--- src/rtl/ex_m_pipe_stage.sv ---
// EX/M pipeline register stage built as a two-entry in-order skid buffer.
// The head entry drives the M side, and a second (skid) entry absorbs one
// extra transfer while M stalls. All state updates on the falling edge of clk.
// Optional feature: define EX_M_BUBBLE_CNT_EN to add the bubble_cnt output,
// which counts idle edges where M was ready but nothing was presented.
module ex_m_pipe_stage #(
    parameter int PC_SIZE   = 18,
    parameter int DATA_SIZE = 32,
    parameter int CTRL_W    = 6,
    parameter int CNT_W     = 16
) (
    input  logic                 clk,
    input  logic                 rst,
    input  logic                 in_valid,
    output logic                 in_ready,
    input  logic [CTRL_W-1:0]    in_ctrl,
    input  logic [DATA_SIZE-1:0] in_alu_result,
    input  logic [DATA_SIZE-1:0] in_rt_data,
    input  logic [PC_SIZE-1:0]   in_pcplus8,
    input  logic [4:0]           in_wr_out,
    output logic                 out_valid,
    input  logic                 out_ready,
    output logic [CTRL_W-1:0]    out_ctrl,
    output logic [DATA_SIZE-1:0] out_alu_result,
    output logic [DATA_SIZE-1:0] out_rt_data,
    output logic [PC_SIZE-1:0]   out_pcplus8,
    output logic [4:0]           out_wr_out,
    input  logic                 flush,
    output logic [1:0]           occupancy
`ifdef EX_M_BUBBLE_CNT_EN
    ,
    output logic [CNT_W-1:0]     bubble_cnt
`endif
);

    localparam int PW = CTRL_W + 2 * DATA_SIZE + PC_SIZE + 5;

    typedef enum logic [1:0] {
        EMPTY = 2'd0,
        ONE   = 2'd1,
        FULL  = 2'd2
    } state_e;

    state_e          state_q, state_d;
    logic [PW-1:0]   head_q, head_d;
    logic [PW-1:0]   skid_q, skid_d;
    logic            inReady_q, inReady_d;
    logic [PW-1:0]   inPayload;
    logic [PW-1:0]   outPayload;
    logic            push;
    logic            pop;

    assign inPayload = {in_ctrl, in_alu_result, in_rt_data, in_pcplus8, in_wr_out};
    assign push      = in_valid && inReady_q;
    assign pop       = (state_q != EMPTY) && out_ready;

    // Next-state and next-entry selection. Flush wipes both entries and drops any
    // concurrent push; otherwise the buffer behaves as a strict two-deep FIFO,
    // with the skid entry promoted to head whenever the head is consumed.
    always_comb begin
        state_d = state_q;
        head_d  = head_q;
        skid_d  = skid_q;
        if (flush) begin
            state_d = EMPTY;
            head_d  = '0;
            skid_d  = '0;
        end else begin
            case (state_q)
                EMPTY: begin
                    if (push) begin
                        head_d  = inPayload;
                        state_d = ONE;
                    end
                end
                ONE: begin
                    if (push && pop) begin
                        head_d = inPayload;
                    end else if (push) begin
                        skid_d  = inPayload;
                        state_d = FULL;
                    end else if (pop) begin
                        head_d  = '0;
                        state_d = EMPTY;
                    end
                end
                FULL: begin
                    if (pop) begin
                        head_d  = skid_q;
                        skid_d  = '0;
                        state_d = ONE;
                    end
                end
                default: begin
                    state_d = EMPTY;
                    head_d  = '0;
                    skid_d  = '0;
                end
            endcase
        end
        inReady_d = (state_d != FULL);
    end

    // State and entry registers; reset beats flush, push and pop, and in_ready
    // is a flop of its own so out_ready can never reach it combinationally.
    always_ff @(negedge clk) begin
        if (rst) begin
            state_q   <= EMPTY;
            head_q    <= '0;
            skid_q    <= '0;
            inReady_q <= 1'b1;
        end else begin
            state_q   <= state_d;
            head_q    <= head_d;
            skid_q    <= skid_d;
            inReady_q <= inReady_d;
        end
    end

    assign in_ready   = inReady_q;
    assign out_valid  = (state_q != EMPTY);
    assign occupancy  = state_q;
    assign outPayload = out_valid ? head_q : '0;
    assign {out_ctrl, out_alu_result, out_rt_data, out_pcplus8, out_wr_out} = outPayload;

`ifdef EX_M_BUBBLE_CNT_EN
    logic [CNT_W-1:0] bubbleCnt_q;

    // Count edges where M could have taken data but the stage was empty;
    // saturates rather than wrapping and only reset clears it.
    always_ff @(negedge clk) begin
        if (rst) begin
            bubbleCnt_q <= '0;
        end else if (!out_valid && out_ready && (bubbleCnt_q != {CNT_W{1'b1}})) begin
            bubbleCnt_q <= bubbleCnt_q + 1'b1;
        end
    end

    assign bubble_cnt = bubbleCnt_q;
`endif

endmodule

--- config.mk ---
export PLATFORM = sky130hd
export DESIGN_NAME = ex_m_pipe_stage
export DESIGN_NICKNAME = d
export VERILOG_FILES = /design/src/rtl/ex_m_pipe_stage.sv
export SDC_FILE = /design/constraint.sdc
export NUM_CORES = 1
export LEC_CHECK = 0
export CORE_ASPECT_RATIO = 0.75
export CORE_UTILIZATION = 47
export CTS_BUF_LIST = sky130_fd_sc_hd__clkbuf_16
export CTS_CLUSTER_SIZE = 14
export DETAILED_ROUTE_END_ITERATION = 8
export PLACE_DENSITY = 0.87
export SLEW_MARGIN = 30
export SYNTH_ARGS = -nofsm -noshare
export SYNTH_HDL_FRONTEND = slang
export SYNTH_SLANG_ARGS = --single-unit
export TNS_END_PERCENT = 50
--- constraint.sdc ---
create_clock -name clk -period 1.4 [get_ports clk]
set_input_delay 0.35 -clock clk [delete_from_list [all_inputs] [get_ports clk]]
set_output_delay 0.35 -clock clk [all_outputs]
set_load 0.005 [all_outputs]
==> run metrics <==
Sink Count roughly 190; Crit path buffers/inverters 3; Die ar. between 20000 and 25000 um^2; failing checks setup timing; first-pass GRT wire length about 55 mm; Slew Limit Fails 0; synthesized cell area a little under 10000 um^2; final setup fails about 290; CP max-delay cell dfxtp_4; sequential element share of the synthesized area 38.9%; Max-slew headroom a little over three fifths; Avg WL per Cell about 25 um; TritonCTS clock tree built; CTS root buffer clkbuf_16; P per Cell Area ~1000 nW/um^2; worst path arrival time ~2.4 ns; Cells after Synth between 1000 and 1500; Min-Delay Path Class reg -> reg; Nets 1632; IO Port Bufs a little under 200; CP Launch Type register; Post-Place Cell Area 12500 um^2; Largest stage delay, worst path about 0.36 ns; share of layout cells above drive strength 1 about 33%; required time of the critical path 1.05 ns; yosys warns 0; I/O pins around 200; Synth Register Bits 189; Reg clk slew, reported paths around 0.04 ns; # rows 45; vias per cell 6.27; initial detailed-routing violation count about 1400; cell breakdown of the critical path or2_4 > buf_4 > buf_8 > and2_1 > dlymetal6s2s_1; Horiz. Die Dim between 150 and 200 um; final WL about 45 mm; Critical Path Sink Type primary output; Residual DRC 0; syn_area_per_cell between 9 and 10 um^2; number of max-cap violations 0; Fin. Hold Viols 0; number of global-route vias before repair 10600; DP Wirelength 16.2 mm; Max VDD drop approximately 0.72 mV; H-tree depth 4; Max Root-Sink Buffers 2; Leak ~7 nW; skew final ~0.062 ns; largest net degree at the start of global routing 65; CP Class reg -> out; synth unique cells 27; status finished with violations; final worst setup slack -1.36 ns; Clock Latency Late Sink between 0.5 and 0.6 ns; Core ar. 20300 um^2; router iterations before antenna repair 7; final instance area around 16000 um^2; Detail Route Antenna Nets 0; n_diodes 0; via count around 11000; die height 127 um; cts hold-fix bufs 0; GP Congestion 0.773; Starting Density between 40 and 50%; Worst Path Max Fanout 8; Place WS -1.44 ns; RSZ-0062 raised after global routing true; Synth-to-Final Area Change 66.6%; CP top delay family buffers and inverters; initial antenna violation count 1; Total GRT Usage between 30% and 40%; Num CTS Buffers 17; Worst Tran Pin Value between 0.5 and 0.6 ns; GR Overflow Total 0; net count after synthesis ~1200
flip-flops by register name, summed over array words and instances, names as in the netlist:
signal and count:
occupancy 2, head_q 93, in_ready 1, skid_q 93
per-layer routing:
layer | track usage (%) | share of wire [%]
met1 | 38.5 | 36
met2 | 54.7 | 45
met3 | 10.4 | 12
met4 | 15.7 | 6.8
met5 | 0 | 0.029
power breakdown:
group	leakage (nW)	internal, W	switching [W]	total, W
Combinational	4.18	0.00171	0.00166	0.00337
Clock	1.31	0.00358	0.00434	0.00792
Sequential	1.53	0.00553	0.0000916	0.00562
cell families after synthesis:
group,share of synthesized area [%]
buffers and inverters,5.60
AND/OR/NAND/NOR,20.1
flip-flops,38.9
AO/OA/AOI/OAI,16.1
multiplexers,19.3
synth_stat cells:
library cell | n | share of area [%]
o22a_1 | 1 | 0.090
nand2_1 | 1 | 0.039
or2_2 | 2 | 0.13
o2bb2ai_1 | 93 | 8.4
buf_1 | 9 | 0.35
o21ba_2 | 1 | 0.10
and3b_1 | 1 | 0.090
nor3_1 | 1 | 0.051
nand3b_1 | 4 | 0.31
a21oi_1 | 2 | 0.10
o21ai_0 | 1 | 0.051
buf_6 | 8 | 0.93
nor2_1 | 188 | 7.3
and4b_1 | 1 | 0.10
nor2b_1 | 1 | 0.064
a22o_1 | 1 | 0.090
inv_1 | 1 | 0.039
a22oi_1 | 93 | 7.2
clkbuf_1 | 47 | 1.8
mux2i_1 | 187 | 19
buf_4 | 14 | 1.1
o211ai_1 | 1 | 0.077
and2_1 | 186 | 12
nand3_1 | 1 | 0.051
buf_2 | 27 | 1.4
dfxtp_1 | 189 | 39
or3_1 | 1 | 0.064
worst register-to-register path: cells and delay by family, from the launching register on:
family	cells	cell delay [ns]
and+or+nand+nor	2	0.46
buffers and inverters	6	1.00
AOI/OAI and AO/OA	2	0.28
DFF	1	0.36
final timing paths:
check	slack (ns)	startpoint	to	cells past startpoint
hold / removal	0.49	skid_q[69]	skid_q[69]	2
hold reg to reg	0.49	skid_q[69]	skid_q[69]	2
setup reg to reg	-0.76	occupancy[1]	head_q[39]	10
setup / recovery	-1.36	occupancy[1]	out_pcplus8[10]	5
cell type report:
| class | count | area (um^2) |
|---|---|---|
| clock inverter | 203 | 890 |
| sequential | 189 | 3790 |
| multi-input combinational | 772 | 6290 |
| fill | 1092 | 4080 |
| timing repair buffer | 365 | 4460 |
| tap | 258 | 323 |
| clock buffer | 17 | 425 |
through the flow:
stage	util (%)	total power, W	instances	hold slack [ns]	setup TNS (ns)
2_1_floorplan	-	0.00767	1062	0.460	-187.36
3_3_place_gp	61.6	0.00839	1483	0.471	-337.85
3_5_place_dp	61.6	0.00843	1483	0.484	-349.68
4_1_cts	74.1	0.0157	1752	0.494	-222.23
5_1_grt	79.9	0.0176	1804	0.518	-237.38
6_report	79.9	0.0169	1804	0.490	-225.46
cell usage in the layout (no fill, tap or decap), types with 3 or more instances in the layout:
cell	synthesis	routed
a22oi_2	0	80
nor2_1	188	187
mux2i_2	0	3
o2bb2ai_2	0	22
or2_4	0	4
mux2i_1	187	184
inv_8	0	3
inv_1	1	189
buf_4	14	65
and2_4	0	86
bufinv_16	0	3
o2bb2ai_1	93	70
buf_8	0	11
inv_4	0	4
and2_1	186	100
buf_6	8	47
dfxtp_1	189	186
dlymetal6s2s_1	0	8
buf_16	0	25
clkdlybuf4s50_1	0	93
clkbuf_16	0	36
nand3b_1	4	4
clkbuf_2	0	60
bufbuf_16	0	6
a22oi_1	93	13
buf_12	0	29
timing repair:
item | 4_1_cts | 5_1_grt
setup endpoints to repair | 286 | 286
cloned | 31 | 25
endpoints found under the hold margin | 0 | 0
pin swaps | 19 | 114
resized for setup | 198 | 355
buffers inserted | 19 | 36
(Power assumes the default switching activity.)
